`config.mk`:
```
export PLATFORM = sky130hd
export DESIGN_NAME = alu_issue_arbiter
export DESIGN_NICKNAME = d
export VERILOG_FILES = /design/src/rtl/alu_issue_arbiter.sv
export SDC_FILE = /design/constraint.sdc
export NUM_CORES = 1
export LEC_CHECK = 0
export ABC_AREA = 1
export CAP_MARGIN = 10
export CORE_UTILIZATION = 30
export DETAILED_ROUTE_END_ITERATION = 8
export GPL_TIMING_DRIVEN = 0
export MAX_ROUTING_LAYER = met4
export PLACE_DENSITY_LB_ADDON = 0.05
export SYNTH_ARGS = -nofsm -noshare
export SYNTH_HDL_FRONTEND = slang
export SYNTH_SLANG_ARGS = --single-unit
```
`constraint.sdc`:
```
create_clock -name clk -period 1.4 [get_ports clk]
set_clock_uncertainty 0.2 [all_clocks]
set_input_delay 0.35 -clock clk [delete_from_list [all_inputs] [get_ports clk]]
set_output_delay 0.35 -clock clk [all_outputs]
set_load 0.01 [all_outputs]
```
`src/rtl/alu_issue_arbiter.sv`:
```
// Round-robin issue arbiter sharing one combinational ALU between two requesters.
// Latches the granted operation, runs one EXEC cycle, holds a tagged response until consumed.
module alu_issue_arbiter #(
  parameter int unsigned WORD_SIZE = 19,
  parameter int unsigned OP_W      = 5
) (
  input  logic                 clk,
  input  logic                 reset,
  input  logic                 req0_valid,
  output logic                 req0_ready,
  input  logic [OP_W-1:0]      req0_op,
  input  logic                 req0_mode,
  input  logic [WORD_SIZE-1:0] req0_a,
  input  logic [WORD_SIZE-1:0] req0_b,
  input  logic                 req1_valid,
  output logic                 req1_ready,
  input  logic [OP_W-1:0]      req1_op,
  input  logic                 req1_mode,
  input  logic [WORD_SIZE-1:0] req1_a,
  input  logic [WORD_SIZE-1:0] req1_b,
  output logic [OP_W-1:0]      alu_op,
  output logic                 alu_mode,
  output logic [WORD_SIZE-1:0] alu_a,
  output logic [WORD_SIZE-1:0] alu_b,
  input  logic [WORD_SIZE-1:0] alu_result,
  output logic                 rsp_valid,
  input  logic                 rsp_ready,
  output logic                 rsp_id,
  output logic [WORD_SIZE-1:0] rsp_data,
  output logic                 busy
);

  typedef enum logic [1:0] {
    IDLE = 2'd0,
    EXEC = 2'd1,
    RESP = 2'd2
  } state_t;

  state_t                 state_q;
  logic [OP_W-1:0]        alu_op_q;
  logic                   alu_mode_q;
  logic [WORD_SIZE-1:0]   alu_a_q;
  logic [WORD_SIZE-1:0]   alu_b_q;
  logic                   last_grant_q;
  logic                   cur_id_q;
  logic                   rsp_valid_q;
  logic                   rsp_id_q;
  logic [WORD_SIZE-1:0]   rsp_data_q;

  logic                   grant;
  logic                   can_accept;
  logic                   accept;
  logic [OP_W-1:0]        op_d;
  logic                   mode_d;
  logic [WORD_SIZE-1:0]   a_d;
  logic [WORD_SIZE-1:0]   b_d;

  always_comb begin
    grant      = 1'b0;
    can_accept = 1'b0;
    accept     = 1'b0;
    // Under contention the requester that did not win last time takes the grant.
    if (req0_valid && req1_valid) grant = ~last_grant_q;
    else                          grant = req1_valid;
    can_accept = reset && ((state_q == IDLE) || ((state_q == RESP) && rsp_ready));
    accept     = can_accept && (req0_valid || req1_valid);
    req0_ready = can_accept && req0_valid && (grant == 1'b0);
    req1_ready = can_accept && req1_valid && (grant == 1'b1);
    op_d       = grant ? req1_op   : req0_op;
    mode_d     = grant ? req1_mode : req0_mode;
    a_d        = grant ? req1_a    : req0_a;
    b_d        = grant ? req1_b    : req0_b;
  end

  always_ff @(posedge clk) begin
    if (!reset) begin
      state_q      <= IDLE;
      alu_op_q     <= '0;
      alu_mode_q   <= 1'b0;
      alu_a_q      <= '0;
      alu_b_q      <= '0;
      last_grant_q <= 1'b1;
      cur_id_q     <= 1'b0;
      rsp_valid_q  <= 1'b0;
      rsp_id_q     <= 1'b0;
      rsp_data_q   <= '0;
    end else begin
      case (state_q)
        IDLE: if (accept) state_q <= EXEC;
        EXEC: begin
          rsp_data_q  <= alu_result;
          rsp_id_q    <= cur_id_q;
          rsp_valid_q <= 1'b1;
          state_q     <= RESP;
        end
        RESP: if (rsp_ready) begin
          rsp_valid_q <= 1'b0;
          state_q     <= accept ? EXEC : IDLE;
        end
        default: state_q <= IDLE;
      endcase
      if (accept) begin
        alu_op_q     <= op_d;
        alu_mode_q   <= mode_d;
        alu_a_q      <= a_d;
        alu_b_q      <= b_d;
        last_grant_q <= grant;
        cur_id_q     <= grant;
      end
    end
  end

  assign alu_op    = alu_op_q;
  assign alu_mode  = alu_mode_q;
  assign alu_a     = alu_a_q;
  assign alu_b     = alu_b_q;
  assign rsp_valid = rsp_valid_q;
  assign rsp_id    = rsp_id_q;
  assign rsp_data  = rsp_data_q;
  assign busy      = reset && (state_q != IDLE);

endmodule
```
; After elaboration in Yosys (flattened, before gate mapping)
; Index checks and enable logic that the tools add are counted.
[word_totals]
register_bits = 69
wordCells = 43
[op_classes]
eq_ne = 4
muxes = 11
n_bitwise = 2
n_reduce_logical = 16
[ops]
columns = cell, count
row1 = $mux 19, 2
row2 = $logic_and 1x1->1, 9
row3 = $pmux 2 s3, 1
row4 = $mux 5, 1
row5 = $mux 1, 4
row6 = $mux 2, 2
row7 = $ne 2x2->1 const B, 2
row8 = $reduce_and 2->1, 2
row9 = $reduce_bool 2->1, 2
row10 = $eq 2x1->1 const B, 1
row11 = $eq 2x2->1 const B, 1
row12 = $logic_not 2->1, 1
row13 = $logic_or 1x1->1, 2
row14 = $not 1->1, 2
row15 = $pmux 1 s2, 1

; Depth between registers and ports, before layout
; Gate-level depths: netlist of run 1.
[depth]
ltp_word = 8
depth_mapped = 8

; Least setup slack after synthesis of run 1
; Ideal clock, no wire load.
[synth_timing]
path_type = input port to output port
startpoint = input req0_valid
endpoint = output req1_ready
t_arrival_ps = 1003
required_ps = 850
setup_slack_ps = -153
path_stages = 6
path_cell_list = nand2_1 -> nand2_2 -> inv_2 -> buf_4 -> nand3_1 -> inv_1
[synth_between]
elab_chain_cells = 3
[synth_rtl]
columns = element, line_no
row1 = "start, declared", 9  ; input logic req0_valid,
row2 = $logic_and 1x1->1, 63  ; if (req0_valid && req1_valid) grant = ~last_grant_q;
row3 = $mux 1, 63
row4 = $logic_and 1x1->1, 68  ; req1_ready = can_accept && req1_valid && (grant == 1'b1);
row5 = "end, declared", 16  ; output logic req1_ready,
; Every way passes these cells.

; Worst setup path after layout of run 1
[layout_timing]
startpoint = register state_q[1]
endpoint = output req1_ready
[layout_between]
elab_chain_cells = 6
elab_cells_between_ends = 7
cone_classes = 1 x eq/ne / 6 x reduce/logical
[layout_rtl]
columns = element, line_no
row1 = "start, declared", 39  ; state_t state_q;
row2 = "start signal, assigned", 98  ; state_q <= accept ? EXEC : IDLE;
row3 = $eq 2x2->1, 65  ; can_accept = reset && ((state_q == IDLE) || ((state_q == RESP) && rsp_ready));
row4 = $logic_and 1x1->1, 65
row5 = $logic_or 1x1->1 (*), 65
row6 = $logic_and 1x1->1 (*), 65
row7 = $logic_and 1x1->1 (*) (2 in series), 68
; Every way passes the cells marked *; elsewhere a longest branch is shown, timed or not.

==> results.txt, run 1 <==
----------------------------------------------------
[Outcome]
  Result of the run ... complete, but fails checks
  Violations in the final reports ... negative setup slack

[Drt]
  Number of nets with antenna violations after routing ... 0
  DR vias/cell ... approximately 4.3
  Remaining routing DRC violations ... 0
  Routed wire per std cell ... roughly 12 um
  Via count ... between 3k and 4k
  DRT Wirelength ... just over 10 mm
  1st-pass router iterations ... 4
  First DRT Iteration DRCs ... 126

[Finish]
  Multi-input logic area ... between 0.0015 and 0.002 mm^2
  Synth-to-layout area growth ... 68.4%
  Final core utilization ... roughly 53%
  Share of layout cells above drive strength 1 ... about a quarter
  Diodes inserted ... 0
  Final net count ... ~850
  Sequential Area ... approximately 0.0014 mm^2
  Filler cells ... 1,090

[Setup path]
  Crit end category ... output port
  Worst Path Required ... ~0.85 ns
  Arrival time worst endpoint ... between 1 and 1.5 ns
  Peak fanout along the critical path ... 3
  Critical-path top delay cell ... dfxtp_4
  Critical Path Max Stage Delay ... around 0.36 ns
  Top delay family on crit path ... flip-flops
  Cell chain of the critical path ... a21oi_4, buf_6, nand3_4, inv_2, buf_6
  Critical Setup Path Class ... register to output port
  Critical path buffers and inverters ... 3
  Cell repeated most along the worst path ... buf_6
  Type of element launching the critical path ... register

[Yosys]
  Area share of fa/ha/maj cells after synthesis ... 0%
  Xor/xnor cell area share of the yosys netlist ... 0%
  Main combinational cell family by area after synthesis ... simple AND/OR/NAND/NOR gates
  Area fraction in compound gates after synthesis ... 4.00%
  Post-synthesis simple-gate area fraction ... 42.3%
  Number of distinct library cells after synthesis ... 16
  Seq cells post-synth ... 69
  Post-synthesis instance total ... 537
  Largest area contributor in the synthesized netlist ... dfxtp_1
  Syn. warnings ... 0
  Share of the synthesized area in the top cell type ... a little over two fifths
  Fraction of the yosys area taken by sequential cells ... a little over two fifths
  Post-synthesis instance area ... 0.00329 mm^2
  Average cell area after synthesis ... just over 6 um^2
  Largest cells by area after synthesis ... dfxtp_1 (42%), nand2_1 (26%), nor2_1 (15%)
  Synth Net Count ... roughly 650
  Share of synthesized area spent on multiplexers ... 0%

[Timing]
  Post-layout minimum cycle time ... approximately 1.8 ns
  Slew Limit Fails ... 0
  Relative slew margins ... approximately 70%
  Max Freq ... about 0.57 GHz
  Final worst-path setup slack ... -0.358 ns
  Total negative slack ... -9.69 ns
  Transition time of the tightest slew-check pin ... between 0.4 and 0.5 ns
  Worst hold margin ... 0.261 ns
  Number of setup violations in the final report ... 50
  Number of endpoints with negative hold slack in the final report ... 0
  Setup repair after global routing missed its margin ... true
  Tcrit/Tclk final ... 126%

[Pwr]
  Ratio of total power to cell area ... about 1100 mW/mm^2
  Combinational share of power ... roughly a quarter
  Switch Pwr ... approximately 1600 uW
  Reported leakage power ... about 0.0029 uW
  Cell-internal power ... about 4300 uW
  Maximum resistive drop on vdd ... about 0.00057 V
  Share of power burned in registers ... between 30% and 40%
  Net switching fraction of the power ... a little over a quarter
  Clk pwr share ... between 30 and 40%

[Clock tree]
  Clock tree from TritonCTS ... yes
  Total of hold buffers inserted after clock tree synthesis ... 0
  Clock insertion delay at the later pin of the skew report ... ~0.34 ns
  Total clock sinks ... 69
  Root Buffer ... clkbuf_8
  CTS max path bufs ... 2
  Clock edge transition at the registers on the reported setup and hold paths ... ~0.090 ns
  H-tree Lvls ... 3
  Clock buffers created by TritonCTS ... 9

[Placement]
  Number of buffers inserted by port buffering ... 178
  Global placer's final weighted congestion ... around 0.75
  Detailed placer's ending HPWL ... roughly 7.6 mm

[GRT]
  Antenna violations before repair ... 0
  GRT overflow ... 0
  Total routing usage reported by global routing ... 19.2%
  Largest net degree at the start of global routing ... 14
  First-pass GRT wire length ... approximately 17 mm
  Vias in the first global route ... 3,541

[Floorplan]
  Number of rows in the core area ... 37
  I/O pin count ... 180
  Initial standard-cell utilization of the core ... between 30% and 40%
  Die X-Extent ... approximately 110 um
  Height of the die ... between 100 and 150 um
  Die area ... around 0.011 mm^2
  Core region area ... ~0.010 mm^2

[Flow run]
  Max-capacitance violation count ... 0

[Hold path]
  Worst hold-check path type ... input pin to register

----------------------------------------------------
per-stage QoR:
step,setup WS [ns],cells,cell area [um^2],power (uW)
2_1_floorplan,-0.0182,537,3330,3000
3_3_place_gp,-1.20,851,5280,3810
3_5_place_dp,-1.21,851,5280,3830
4_1_cts,-0.368,881,5460,5990
5_1_grt,-0.401,881,5530,6320
6_report,-0.358,881,5530,5950
cells by family after synthesis:
| group | count (synthesis) |
|---|---|
| DFF | 69 |
| AOI/OAI and AO/OA | 24 |
| and+or+nand+nor | 363 |
| buffers and inverters | 81 |
path summary, 6_finish.rpt:
| kind | startpoint | cells after the start | slack [ns] | end |
|---|---|---|---|---|
| max | state_q[1] | 5 | -0.36 | req1_ready |
| min | reset | 4 | 0.26 | rsp_data[18] |
| min reg2reg | last_grant_q | 2 | 0.26 | last_grant_q |
| max reg2reg | state_q[1] | 9 | -0.22 | alu_a[11] |
tightest hold or removal path: stages:
cell     delay, ns
buf_4         0.16
buf_6         0.15
o21ai_0       0.07
nor2_1        0.04
what timing repair did:
action                     in CTS  in global routing
setup endpoints to repair     125                 79
setup buffers                  10                  0
gates cloned                    4                  0
pin swaps                       4                  2
resized for setup             328                 31
cell usage in the layout (no fill, tap or decap), drive strengths merged:
master,netlist,layout
nand3,7,8
a21oi,4,4
clkdlybuf4s50,0,107
dlygate4sd2,0,3
nand2,226,226
clkinv,0,2
bufinv,0,4
inv,52,53
o21ai,20,20
clkbuf,6,15
nor2,129,129
or2,1,1
bufbuf,0,1
buf,23,103
dfxtp,69,69
routing by layer:
layer | wire (um) | track usage [%] | up-vias
met2 | 4850 | 32.6 | 118
met4 | 182 | 6.65 | 0
met3 | 601 | 3.47 | 17
met1 | 4750 | 22.8 | 1632
li1 | - | - | 1987
met5 | 0 | - | -
power by group through the flow:
stage / Combinational, uW / Clock (uW) / Sequential (uW)
final: 1510 / 2180 / 2250
after global routing: 1690 / 2350 / 2280
after CTS: 1510 / 2240 / 2250
after detailed placement: 1540 / 0 / 2280
after global placement: 1530 / 0 / 2280
after floorplan: 636 / 0 / 2360
registers in the layout, indices dropped and copies added, names as in the netlist:
name          cells
alu_a            19
alu_b            19
rsp_data         19
alu_op            5
state_q           2
alu_mode          1
cur_id_q          1
last_grant_q      1
rsp_id            1
rsp_valid         1
synthesized netlist by cell type, drive strengths merged:
cell / count
nand2: 226
nor2: 129
dfxtp: 69
inv: 52
buf: 23
o21ai: 20
nand3: 7
clkbuf: 6
a21oi: 4
or2: 1
area by class of cell:
| class | instances | area share, % |
|---|---|---|
| buffer | 29 | 4.36 |
| clock buffer | 9 | 2.24 |
| sequential | 69 | 25.9 |
| timing repair buffer | 191 | 29.5 |
| clock inverter | 7 | 2.65 |
| multi-input combinational | 388 | 28.6 |
| tap | 136 | 3.08 |
| inverter | 52 | 3.66 |
Note: power is estimated with default switching activity, not from simulation.
==> run 2: changes to the inputs <==
- CELL_PAD_IN_SITES_DETAIL_PLACEMENT: default -> 1
- CELL_PAD_IN_SITES_GLOBAL_PLACEMENT: default -> 1
- CORE_UTILIZATION: 30 -> 23
==> run 2 against run 1 <==
The run still ends with negative setup slack left. Worst setup slack got worse by 0.0022 ns. Combinational power is essentially flat. Count of clock-buffer cells in the layout is 1 higher. Critical path depth is the same. Clock power grew 13%. Utilization decreased by 13 points. Sequential power barely moved. Global-route usage down 2.0 points. Via count is 2.0% higher. Wire length is 16% higher. First-iteration DRC count shrank 34%. Critical endpoint unchanged.
==> results.txt, run 2 (synthesis gave the netlist of run 1 again) <==
----------------------------------------------------
[GRT]
  Largest net degree at the start of global routing ... 13 (was 14)
  Vias in the first global route ... 3,877 (was 3,541)
  First-pass GRT wire length ... 19.1 mm (was 16.7 mm)
  GRT overflow ... 0 (unchanged)
  Met3 layer usage reported by global route ... 4.93% (was 3.47%)
  Most Crowded Layer GR ... met2 (unchanged)
  GRT met1 Usage ... 18.7% (was 22.8%)
  Total routing usage reported by global routing ... 17.2% (was 19.2%)
  Antenna violations before repair ... 0 (unchanged)
  GR Layer Usage met2 ... 30.0% (was 32.6%)

[Placement]
  Number of buffers inserted by port buffering ... 178 (unchanged)
  Global placer's final weighted congestion ... 0.741 (was 0.750)
  DP Worst Slack ... -1.26 ns (was -1.21 ns)
  Detailed placer's ending HPWL ... 8.99 mm (was 7.59 mm)

[Clock tree]
  Total clock sinks ... 69 (unchanged)
  Total of hold buffers inserted after clock tree synthesis ... 0 (unchanged)
  Clock insertion delay at the later pin of the skew report ... 0.34 ns (about the same)
  Root Buffer ... clkbuf_16 (was clkbuf_8)
  Clock buffers created by TritonCTS ... 9 (unchanged)
  CTS max path bufs ... 2 (unchanged)
  Clock edge transition at the registers on the reported setup and hold paths ... 0.06 ns (was 0.09 ns)
  Clock tree from TritonCTS ... yes (unchanged)
  H-tree Lvls ... 3 (unchanged)

[Timing]
  Number of endpoints with negative hold slack in the final report ... 0 (unchanged)
  Post-layout minimum cycle time ... 1.76 ns (about the same)
  Tcrit/Tclk final ... 126% (about the same)
  Setup repair after global routing missed its margin ... true (unchanged)
  Final worst-path setup slack ... -0.360 ns (was -0.358 ns)
  Transition time of the tightest slew-check pin ... 0.499 ns (was 0.457 ns)
  Number of setup violations in the final report ... 49 (was 50)
  Relative slew margins ... 66.7% (was 69.6%)
  Max Freq ... 0.568 GHz (was 0.569 GHz)
  Slew Limit Fails ... 0 (unchanged)

[Pwr]
  Reported leakage power ... 0.00292 uW (was 0.00291 uW)
  Share of power burned in registers ... 36.1% (was 37.9%)
  Switch Pwr ... 1720 uW (was 1630 uW)
  Overall Power ... 6250 uW (was 5950 uW)
  Maximum resistive drop on vdd ... 0.000478 V (was 0.000571 V)
  Combinational share of power ... 24.4% (was 25.4%)
  Cell-internal power ... 4520 uW (was 4320 uW)
  Net switching fraction of the power ... 27.6% (was 27.4%)
  Clk pwr share ... 39.5% (was 36.7%)
  Ratio of total power to cell area ... 1110 mW/mm^2 (was 1080 mW/mm^2)

[Finish]
  Filler cells ... 1,853 (was 1,090)
  Diodes inserted ... 0 (unchanged)
  Final net count ... 853 (was 852)
  Sequential Area ... 0.00141 mm^2 (was 0.00143 mm^2)
  Share of layout cells above drive strength 1 ... 21.6% (was 24.4%)
  Synth-to-layout area growth ... 70.9% (was 68.4%)
  Multi-input logic area ... 0.00160 mm^2 (was 0.00158 mm^2)
  Commonest non-fill, non-tap cell in the layout ... nand2_1 (unchanged)
  Leading cell types in the layout, fill and taps excluded ... nand2_1 (223), nor2_1 (124), clkdlybuf4s50_1 (107) (was nand2_1 (222), nor2_1 (121), clkdlybuf4s50_1 (107))

[Drt]
  Routed wire per std cell ... 13.0 um (was 11.8 um)
  DRT Wirelength ... 12.0 mm (was 10.4 mm)
  1st-pass router iterations ... 4 (unchanged)
  DR vias/cell ... 4.14 (was 4.26)
  Via count ... 3,829 (was 3,754)
  Remaining routing DRC violations ... 0 (unchanged)
  Number of nets with antenna violations after routing ... 0 (unchanged)
  First DRT Iteration DRCs ... 83 (was 126)

[Setup path]
  Worst Path Required ... 0.85 ns (about the same)
  Arrival time worst endpoint ... 1.21 ns (about the same)
  Cell chain of the critical path ... a21oi_4, buf_6, nand3_4, inv_2, buf_6 (unchanged)
  Crit end category ... output port (unchanged)
  Type of element launching the critical path ... register (unchanged)
  Critical R2R Launch ... state_q[1] (unchanged)
  Startpoint of the most critical setup path ... state_q[1] (unchanged)
  Cell repeated most along the worst path ... buf_6 (unchanged)
  Critical Path Max Stage Delay ... 0.36 ns (about the same)
  Peak fanout along the critical path ... 3 (unchanged)
  Critical Setup Path Class ... register to output port (unchanged)
  Critical-path top delay cell ... dfxtp_4 (unchanged)

[Floorplan]
  Die area ... 0.0148 mm^2 (was 0.0114 mm^2)
  Initial standard-cell utilization of the core ... 23.6% (was 31.4%)
  Height of the die ... 122 um (was 107 um)
  Number of rows in the core area ... 43 (was 37)
  Core region area ... 0.0139 mm^2 (was 0.0105 mm^2)
  Die X-Extent ... 122 um (was 107 um)
  I/O pin count ... 180 (unchanged)

[Flow run]
  Max-capacitance violation count ... 0 (unchanged)

[Outcome]
  Violations in the final reports ... negative setup slack (unchanged)
  Result of the run ... complete, but fails checks (unchanged)

[Hold path]
  HP Start ... cur_id_q (was reset)
  Worst hold-check path type ... register to register (was input pin to register)

----------------------------------------------------
run 2: cell count changes in the layout (fill, tap and decap cells not counted), sizes merged:
cell	delta
buf	+2
bufbuf	-1
bufinv	-2
clkbuf	+1
clkinvlp	+1
inv	-1
run 2: layout make-up:
| type | instances | share of cell area [%] |
|---|---|---|
| tap | 180 | 4.01 |
| clock inverter | 5 | 1.52 |
| clock buffer | 10 | 4.26 |
| multi-input combinational | 388 | 28.5 |
| buffer | 29 | 4.66 |
| inverter | 52 | 3.65 |
| sequential | 69 | 25.1 |
| timing repair buffer | 192 | 28.3 |
run 2: power by group through the flow:
stage | sequential, uW | combinational (uW) | clock, uW
2_1_floorplan | 2360 | 636 | 0
3_3_place_gp | 2280 | 1550 | 0
3_5_place_dp | 2290 | 1580 | 0
4_1_cts | 2250 | 1510 | 2560
5_1_grt | 2280 | 1710 | 2620
6_report | 2260 | 1520 | 2470
run 2: final timing paths:
check	to	slack, ns	cells past startpoint
max	req1_ready	-0.36	5
min	cur_id_q	0.27	2
max reg2reg	alu_b[17]	-0.27	8
min reg2reg	cur_id_q	0.27	2
run 2: worst max-delay path, delay by kind of cell (launching register included):
family | cells | cell delay (ns)
flip-flops | 1 | 0.36
AO/OA/AOI/OAI | 1 | 0.18
AND/OR/NAND/NOR | 1 | 0.06
buffers and inverters | 3 | 0.27
run 2: per-layer routing:
metal  up-vias  part of all wire [%]
met1      1733                    42
met3         7                   6.9
li1       1980                     -
met4         0                  0.87
met2       109                    50
met5         -                     0
run 2: per-stage QoR:
step	cell area (um^2)	setup TNS (ns)	util (%)	cells	hold slack, ns
final	5620	-10.38	40.3	925	0.269
after global routing	5620	-15.29	40.3	925	0.290
after CTS	5500	-4.76	39.4	919	0.269
after detailed placement	5330	-35.77	38.3	895	0.261
after floorplan	3330	-0.0182	-	537	0.240
after global placement	5330	-32.57	38.3	895	0.249
run 2: repair_timing:
action / CTS / global route
resized for setup: 313 / 37
setup endpoints to repair: 125 / 76
setup buffers: 7 / 5
pin swaps: 5 / 5
gates cloned: 2 / 1
